File: src/rtl/fetch_ctrl.sv
// Fetch-stage sequencer: owns the fetch PC, runs the icache-miss wait and
// registers the fetch-group descriptor for decode. Define FETCH_PERF_CNT_EN for perf counters.
module fetch_ctrl #(
    parameter logic [31:0] RESET_PC  = 32'hBFC0_0000,
    parameter int unsigned GROUP_MAX = 4
) (
    input  logic        clk,
    input  logic        rst,
    input  logic        stall,
    input  logic        redirect_valid,
    input  logic [31:0] redirect_pc,
    input  logic [31:0] pred_pc_new,
    input  logic [2:0]  pred_valid_number,
    input  logic        icache_hit,
    input  logic        icache_refill_done,
    output logic [31:0] fetch_pc,
    output logic        fetch_en,
    output logic        icache_miss_req,
    output logic [31:0] icache_miss_addr,
    output logic        group_valid,
    output logic [31:0] group_pc,
    output logic [2:0]  group_count,
    output logic        flush,
    output logic [31:0] miss_count,
    output logic [31:0] redirect_count
);

    typedef enum logic [1:0] {StIdle, StRun, StMiss} state_e;

    state_e     state;
    logic [2:0] sat_count;

    // A count of 0 or above the ceiling means "full group".
    always_comb begin
        sat_count = pred_valid_number;
        if (pred_valid_number == 3'd0 || 32'(pred_valid_number) > GROUP_MAX) begin
            sat_count = 3'(GROUP_MAX);
        end
    end

    always_ff @(posedge clk or posedge rst) begin
        if (rst) begin
            state            <= StIdle;
            fetch_pc         <= RESET_PC;
            fetch_en         <= 1'b0;
            icache_miss_req  <= 1'b0;
            icache_miss_addr <= '0;
            group_valid      <= 1'b0;
            group_pc         <= '0;
            group_count      <= '0;
            flush            <= 1'b0;
        end else begin
            icache_miss_req <= 1'b0;
            flush           <= 1'b0;
            unique case (state)
                StIdle: begin
                    state    <= StRun;
                    fetch_en <= 1'b1;
                end
                StRun: begin
                    if (redirect_valid) begin
                        fetch_pc    <= {redirect_pc[31:2], 2'b00};
                        group_valid <= 1'b0;
                        flush       <= 1'b1;
                    end else if (!icache_hit) begin
                        state            <= StMiss;
                        fetch_en         <= 1'b0;
                        icache_miss_req  <= 1'b1;
                        icache_miss_addr <= {fetch_pc[31:4], 4'h0};
                        // A group decode is still holding survives the miss.
                        if (!stall) begin
                            group_valid <= 1'b0;
                        end
                    end else if (!stall) begin
                        group_valid <= 1'b1;
                        group_pc    <= fetch_pc;
                        group_count <= sat_count;
                        fetch_pc    <= pred_pc_new;
                    end
                end
                StMiss: begin
                    if (!stall) begin
                        group_valid <= 1'b0;
                    end
                    // Redirect retargets the PC but the outstanding refill still completes.
                    if (redirect_valid) begin
                        fetch_pc    <= {redirect_pc[31:2], 2'b00};
                        group_valid <= 1'b0;
                        flush       <= 1'b1;
                    end
                    if (icache_refill_done) begin
                        state    <= StRun;
                        fetch_en <= 1'b1;
                    end
                end
                default: begin
                    state    <= StIdle;
                    fetch_en <= 1'b0;
                end
            endcase
        end
    end

`ifdef FETCH_PERF_CNT_EN
    logic        redirect_take;
    logic        miss_take;
    logic [31:0] miss_cnt_q;
    logic [31:0] redirect_cnt_q;

    assign redirect_take = redirect_valid && (state == StRun || state == StMiss);
    assign miss_take     = (state == StRun) && !redirect_valid && !icache_hit;

    always_ff @(posedge clk or posedge rst) begin
        if (rst) begin
            miss_cnt_q     <= '0;
            redirect_cnt_q <= '0;
        end else begin
            if (miss_take) begin
                miss_cnt_q <= miss_cnt_q + 32'd1;
            end
            if (redirect_take) begin
                redirect_cnt_q <= redirect_cnt_q + 32'd1;
            end
        end
    end

    assign miss_count     = miss_cnt_q;
    assign redirect_count = redirect_cnt_q;
`else
    assign miss_count     = '0;
    assign redirect_count = '0;
`endif

endmodule

File: config.mk
export PLATFORM = sky130hd
export DESIGN_NAME = fetch_ctrl
export DESIGN_NICKNAME = d
export VERILOG_FILES = /design/src/rtl/fetch_ctrl.sv
export SDC_FILE = /design/constraint.sdc
export NUM_CORES = 1
export LEC_CHECK = 0
export CORE_ASPECT_RATIO = 0.6
export CORE_MARGIN = 1
export CORE_UTILIZATION = 44
export CTS_CLUSTER_SIZE = 28
export DETAILED_ROUTE_END_ITERATION = 7
export GPL_TIMING_DRIVEN = 0
export PLACE_DENSITY = 0.95
export SETUP_SLACK_MARGIN = 0.5
export SYNTH_ARGS = -nofsm -noshare
export SYNTH_HDL_FRONTEND = slang
export SYNTH_SLANG_ARGS = --single-unit
File: constraint.sdc
create_clock -name clk -period 10.9 [get_ports clk]
set_input_delay 3.27 -clock clk [delete_from_list [all_inputs] [get_ports clk]]
set_output_delay 3.27 -clock clk [all_outputs]
set_load 0.02 [all_outputs]
==> summary.txt, run 1 <==
Route
  – Starting DRT DRC Count: 146
  – Via count: 4,039
  – Vias per std cell: 4.932
  – Final WL: 13,860 um
  – ANT nets after route: 0
  – Number of detailed-route iterations in the first pass: 5
  – Routed WL per cell: 16.93 um
  – DRC: 0

Timing
  – Post-route clock period utilization: 0.4401
  – Slew margin rel.: 0.5464
  – Clock Skew: around 6.9 ps
  – Setup violators final: 0
  – Fmax: around 0.21 GHz
  – Final WS setup: 6103 ps
  – Worst slew pin tran: 680.3 ps
  – Hold_ws: between 400 and 500 ps
  – Setup tns final: 0 ps
  – RSZ-0062 raised after global routing: false
  – Final Max Slew Viols: 0
  – Tmin final: about 4800 ps
  – Final hold vios: 0

Power and ir drop
  – Comb pwr share: 0.514
  – Internal power: 1.278 mW
  – Worst VDD drop: about 0.00018 V
  – Leak: about 3.4 nW
  – Net Sw Frac: 0.3908
  – Clock share of power: 0.154
  – PwrDens: about 290 nW/um2
  – Sw Pwr: 819.8 uW
  – Share of power burned in registers: 0.332

Setup path
  – Worst Path Buf+Inv: 1
  – Setup CP Type: reg -> out
  – Slowest CP cell: clkdlybuf4s50_1
  – Worst Path Arrival: 1530 ps
  – Crit-path max cell delay: about 610 ps
  – CP required: 7630 ps
  – Cell Chain, Critical Path: clkdlybuf4s50_1
  – Startpoint types: flop
  – Worst-path maximum fanout: 4
  – CP endpoint kind: primary output
  – Crit-path leading delay family: buffers and inverters

Floorplanning
  – Die footprint: 11,390 um2
  – Starting density of the core: 0.4548
  – Row count: 29
  – Core area: 10,600 um2
  – I/O Pins: 240
  – Die Span X: 137.1 um
  – Die H: 83.06 um

Clock network
  – Worst-path clk slew: 70 ps
  – CTS H-tree lvls: 3
  – Resize count post-CTS: 0
  – Hold buffers post-CTS: 0
  – Clk_lat worst skew: between 300 and 400 ps
  – Sinks on Clock Net: 101
  – # Post-CTS Setup Buffers: 0
  – Clock buffer depth: 2
  – Clock Tree Root: clkbuf_16
  – Num CTS Buffers: 9
  – CTS tree: built

Placed design
  – Placed Cells incl. Taps: 804
  – Post-DP HPWL: 10,510 um
  – Number of buffers added on ports: 169
  – Routability congestion estimate from global placement: 0.8224
  – Setup WS pre-CTS: slightly below 6000 ps

Cells and area
  – Area of the multi-input gates: ~1900 um2
  – Final nets: 756
  – ANT cells: 0
  – Register Area: 2539 um2
  – Non-Filler Instances: 819
  – Fillers: 770
  – Layout area overhead: 50.77%
  – Layout cells sized above 1: 0.2265

Job
  – Max-cap violations: 0

Global route
  – Vias in the first global route: slightly above 4,000
  – Gr usage total: 0.2497
  – Pin count of the biggest net entering global routing: 53
  – Grt ovf: 0
  – Antenna violations before repair: 0
  – First-pass GRT wire length: 21,560 um

Synthesis
  – Synthesized area per cell: between 10 and 15 um2
  – Asr flop ratio synth: 1.000
  – Top post-synthesis cells by count: 102 x nand2_1, 92 x dfrtp_1, 72 x buf_4
  – Post-synth EDFFs: 0
  – Cell variety after synth: 31
  – Top-count cell post-synth: nand2_1
  – Syn Inst Count: 428
  – Main area contributors after synthesis: dfrtp_1 48%, buf_4 11%, nand2_1 7.9%, a211o_1 5.5%, dfstp_2 4.9%
  – Ys Warns: 0
  – Seq/Total Area, Yosys: 0.5269
  – Dominant register cell in the synthesized netlist: dfrtp_1
  – Synth Register Bits: 101
  – Area leader, netlist: dfrtp_1
  – Synth Cell Area: 4818 um2
  – Share of the synthesized area in the top cell type: 0.4778

Status
  – Status: completed

Worst hold path
  – Worst Hold Class: reg -> reg
[path summary, 6_finish.rpt]
path | startpoint | to | slack [ps] | depth (start not counted)
worst max-delay path | fetch_pc[26] | fetch_pc[26] | 6100 | 1
worst min-delay path | group_pc[8] | group_pc[8] | 480 | 2
worst max register to register | state[0] | fetch_pc[27] | 8830 | 5
worst min register to register | group_pc[8] | group_pc[8] | 480 | 2
max in group asynchronous | rst | fetch_pc[25] | 6770 | 3
min in group asynchronous | rst | fetch_pc[11] | 3390 | 2
[cell usage in the layout (no fill, tap or decap), drive strengths merged]
master and instances:
mux2 30, nand2 102, inv 8, dfstp 9
nand3b 2, a211o 30, a32o 3, and3 1
nor3b 1, conb 68, nor2b 1, and2 3
a21oi 1, nand4bb 1, clkdlybuf4s50 169, mux2i 1
clkbuf 13, o221a 30, nor2 2, clkinv 2
buf 92, o21ai 5, nand3 1, dfrtp 92
clkinvlp 1, bufinv 1, ha 7, nor4bb 1
o21a 2, or2 1
[cells by family (layout without fill, tap and decap cells)]
kind of cell             after synthesis  in the layout  synth area share
multiplexers                          31             31           0.07219
adder cells (fa/ha/maj)                7              7           0.01818
flip-flops                           101            101            0.5269
other                                  1             68         0.0007783
buffers and inverters                101            286            0.1410
AND/OR/NAND/NOR                      116            116           0.09998
AO/OA/AOI/OAI                         71             71            0.1410
[power groups by stage]
stage	clock (mW)	combinational, mW	sequential [mW]
5_1_grt	0.342	1.15	0.720
3_3_place_gp	0	1.05	0.687
6_report	0.322	1.08	0.697
3_5_place_dp	0	1.08	0.700
4_1_cts	0.327	1.08	0.695
2_1_floorplan	0	0.382	0.886
[worst reg2reg max path, delay by kind of cell (launching register included)]
family                     cells  cell delay, ps
AOI/OAI and AO/OA              2             670
DFF                            1             420
adders and majority gates      1             280
buffers and inverters          2             630
[metal layers]
metal / share of wire / up-vias / global-route usage
li1: - / 1837 / -
met1: 0.42 / 1985 / 0.3212
met2: 0.47 / 198 / 0.4123
met3: 0.091 / 19 / 0.07143
met4: 0.014 / 0 / 0.06394
met5: 0 / - / 0
[metrics by stage]
step | power, mW | area, um2 | utilization
after global routing | 2.208 | 7264 | 0.6856
after CTS | 2.106 | 7264 | 0.6856
after global placement | 1.736 | 6935 | 0.6546
final | 2.098 | 7264 | 0.6856
after floorplan | 1.268 | 5070 | -
after detailed placement | 1.778 | 6965 | 0.6574
[registers in the layout, indices dropped and copies added (netlist names)]
name and cells:
fetch_en 1, fetch_pc 32, flush 1, group_count 3
group_pc 32, group_valid 1, icache_miss_addr 28, icache_miss_req 1
state 2
[layout make-up]
| cell class | count | area share |
|---|---|---|
| inverter | 7 | 0.003961 |
| multi-input combinational | 293 | 0.2549 |
| clock inverter | 5 | 0.008267 |
| timing repair buffer | 170 | 0.2367 |
| buffer | 94 | 0.08991 |
| sequential | 101 | 0.3495 |
| tap | 139 | 0.02394 |
| clock buffer | 10 | 0.03290 |
(Power assumes the default switching activity.)
==> inputs of run 2 (changes only) <==
CORE_UTILIZATION = 41   (was 44)
PLACE_DENSITY = 0.91   (was 0.95)
clock period = 5 ns   (was 10.9 ns; I/O delays follow)
==> summary.txt, run 2 (synthesized netlist as in run 1, its figures left out) <==
Global route
  – Vias in the first global route: 4,174
  – First-pass GRT wire length: between 20,000 and 25,000 um
  – Pin count of the biggest net entering global routing: 54
  – Antenna violations before repair: 0
  – Gr usage total: 0.2420
  – Grt ovf: 0

Placed design
  – Number of buffers added on ports: 169
  – Routability congestion estimate from global placement: a little over 0.8
  – Post-DP HPWL: 11,030 um
  – Placed Cells incl. Taps: just over 800

Power and ir drop
  – Comb pwr share: 0.523
  – Net Sw Frac: 0.3989
  – Worst VDD drop: about 0.00035 V
  – Clock share of power: 0.142
  – Share of power burned in registers: 0.334
  – PwrDens: 624.3 nW/um2
  – Sw Pwr: 1.809 mW
  – Internal power: between 2 and 3 mW
  – Leak: 3.382 nW

Cells and area
  – ANT cells: 0
  – Layout cells sized above 1: 0.2247
  – Leading cell type in the layout, fill and taps excluded: clkdlybuf4s50_1
  – Non-Filler Instances: around 840
  – Finished Core Util: 0.6386
  – Most frequent cells in the layout: 169 x clkdlybuf4s50_1, 102 x nand2_1, 92 x dfrtp_1
  – Largest registers: fetch_pc (32), group_pc (32), icache_miss_addr (28)
  – Final nets: 756
  – Layout area overhead: 50.74%

Timing
  – Final hold vios: 0
  – Setup violators final: 0
  – Slew margin rel.: 0.5682
  – RSZ-0062 raised after global routing: false
  – Clock Skew: 7.183 ps
  – Worst slew pin tran: 647.7 ps
  – Tmin final: 3048 ps
  – Hold_ws: 474.5 ps
  – Post-route clock period utilization: 0.6097
  – Fmax: 0.3281 GHz
  – Final Max Slew Viols: 0

Clock network
  – # Post-CTS Setup Buffers: 0
  – Resize count post-CTS: 0
  – Num CTS Buffers: 9
  – Sinks on Clock Net: 101
  – Clock Tree Root: clkbuf_16
  – Clock buffer depth: 2
  – Worst-path clk slew: 70 ps
  – Hold buffers post-CTS: 0
  – CTS H-tree lvls: 3
  – Clk_lat worst skew: about 330 ps
  – CTS tree: built

Setup path
  – FF-to-FF Start: state[0]
  – CP required: roughly 3500 ps
  – Crit-path max cell delay: ~630 ps
  – Worst Path Arrival: 1550 ps
  – Worst Path Buf+Inv: 1
  – Startpoint types: flop
  – CP endpoint kind: primary output
  – Worst path depth: 1
  – Worst-path maximum fanout: 4
  – Crit-path leading delay family: buffers and inverters
  – Reg2reg path depth: 5
  – Cell Chain, Critical Path: clkdlybuf4s50_1
  – Slowest CP cell: clkdlybuf4s50_1
  – Worst R2R Setup Slack: 2960 ps
  – Reg2reg end: fetch_pc[17]
  – Setup CP Type: reg -> out

Route
  – Final WL: approximately 15,000 um
  – Number of detailed-route iterations in the first pass: 4
  – Routed WL per cell: 17.41 um
  – Via count: 3,982
  – ANT nets after route: 0
  – DRC: 0
  – Starting DRT DRC Count: 215
  – Vias per std cell: 4.735

Worst hold path
  – Hold Path Depth: 2
  – Hold Crit Start: group_pc[15]
  – Worst Hold Class: reg -> reg
  – Hold Path Sink: group_pc[15]

Floorplanning
  – Die Span X: 142.0 um
  – Core area: 11,370 um2
  – Die H: 85.97 um
  – Row count: 30
  – Starting density of the core: 0.4237
  – I/O Pins: 240
  – Die footprint: 12,200 um2

Status
  – Status: completed

Job
  – Max-cap violations: 0
run 2: how the worst max path moves through the flow:
stage	start	endpoint	slack [ps]
floorplan	rst	fetch_en	870
global placement	rst	group_pc[24]	-510
finish	fetch_pc[28]	fetch_pc[28]	1950
CTS	fetch_pc[28]	fetch_pc[28]	1920
detailed placement	stall	fetch_pc[12]	1660
global route	fetch_pc[28]	fetch_pc[28]	1900
run 2: final cells by class:
cell class	count	area [um2]
fillers	896	4110
flip-flops and latches	101	2539
multi-input cells	293	1852
repair buffers	170	1719
plain buffers	94	653.1
clock buffers	11	232.7
well taps	160	200.2
clock inverters	5	38.79
inverters	7	28.78
run 2: metal layers:
layer,share of wire,track usage,vias up
li1,-,-,1838
met1,0.42,0.3022,1938
met2,0.49,0.4169,192
met3,0.081,0.06644,14
met4,0.010,0.06256,0
met5,0,0,-
run 2: power groups by stage:
stage | clock, mW | combinational, mW | sequential (mW)
5_1_grt | 0.699 | 2.52 | 1.57
4_1_cts | 0.662 | 2.38 | 1.51
2_1_floorplan | 0 | 0.832 | 1.93
3_3_place_gp | 0 | 2.29 | 1.50
3_5_place_dp | 0 | 2.37 | 1.53
6_report | 0.645 | 2.37 | 1.52
run 2: per-stage QoR:
stage                     setup TNS [ps]  power, mW  instance area (um2)  setup slack [ps]
after global routing                   0      4.784                 7263              1899
after global placement            -45840      3.788                 6962            -508.3
after CTS                              0      4.558                 7263              1920
after floorplan                        0      2.763                 5070             867.8
after detailed placement               0      3.896                 6992              1662
final                                  0      4.534                 7263              1952
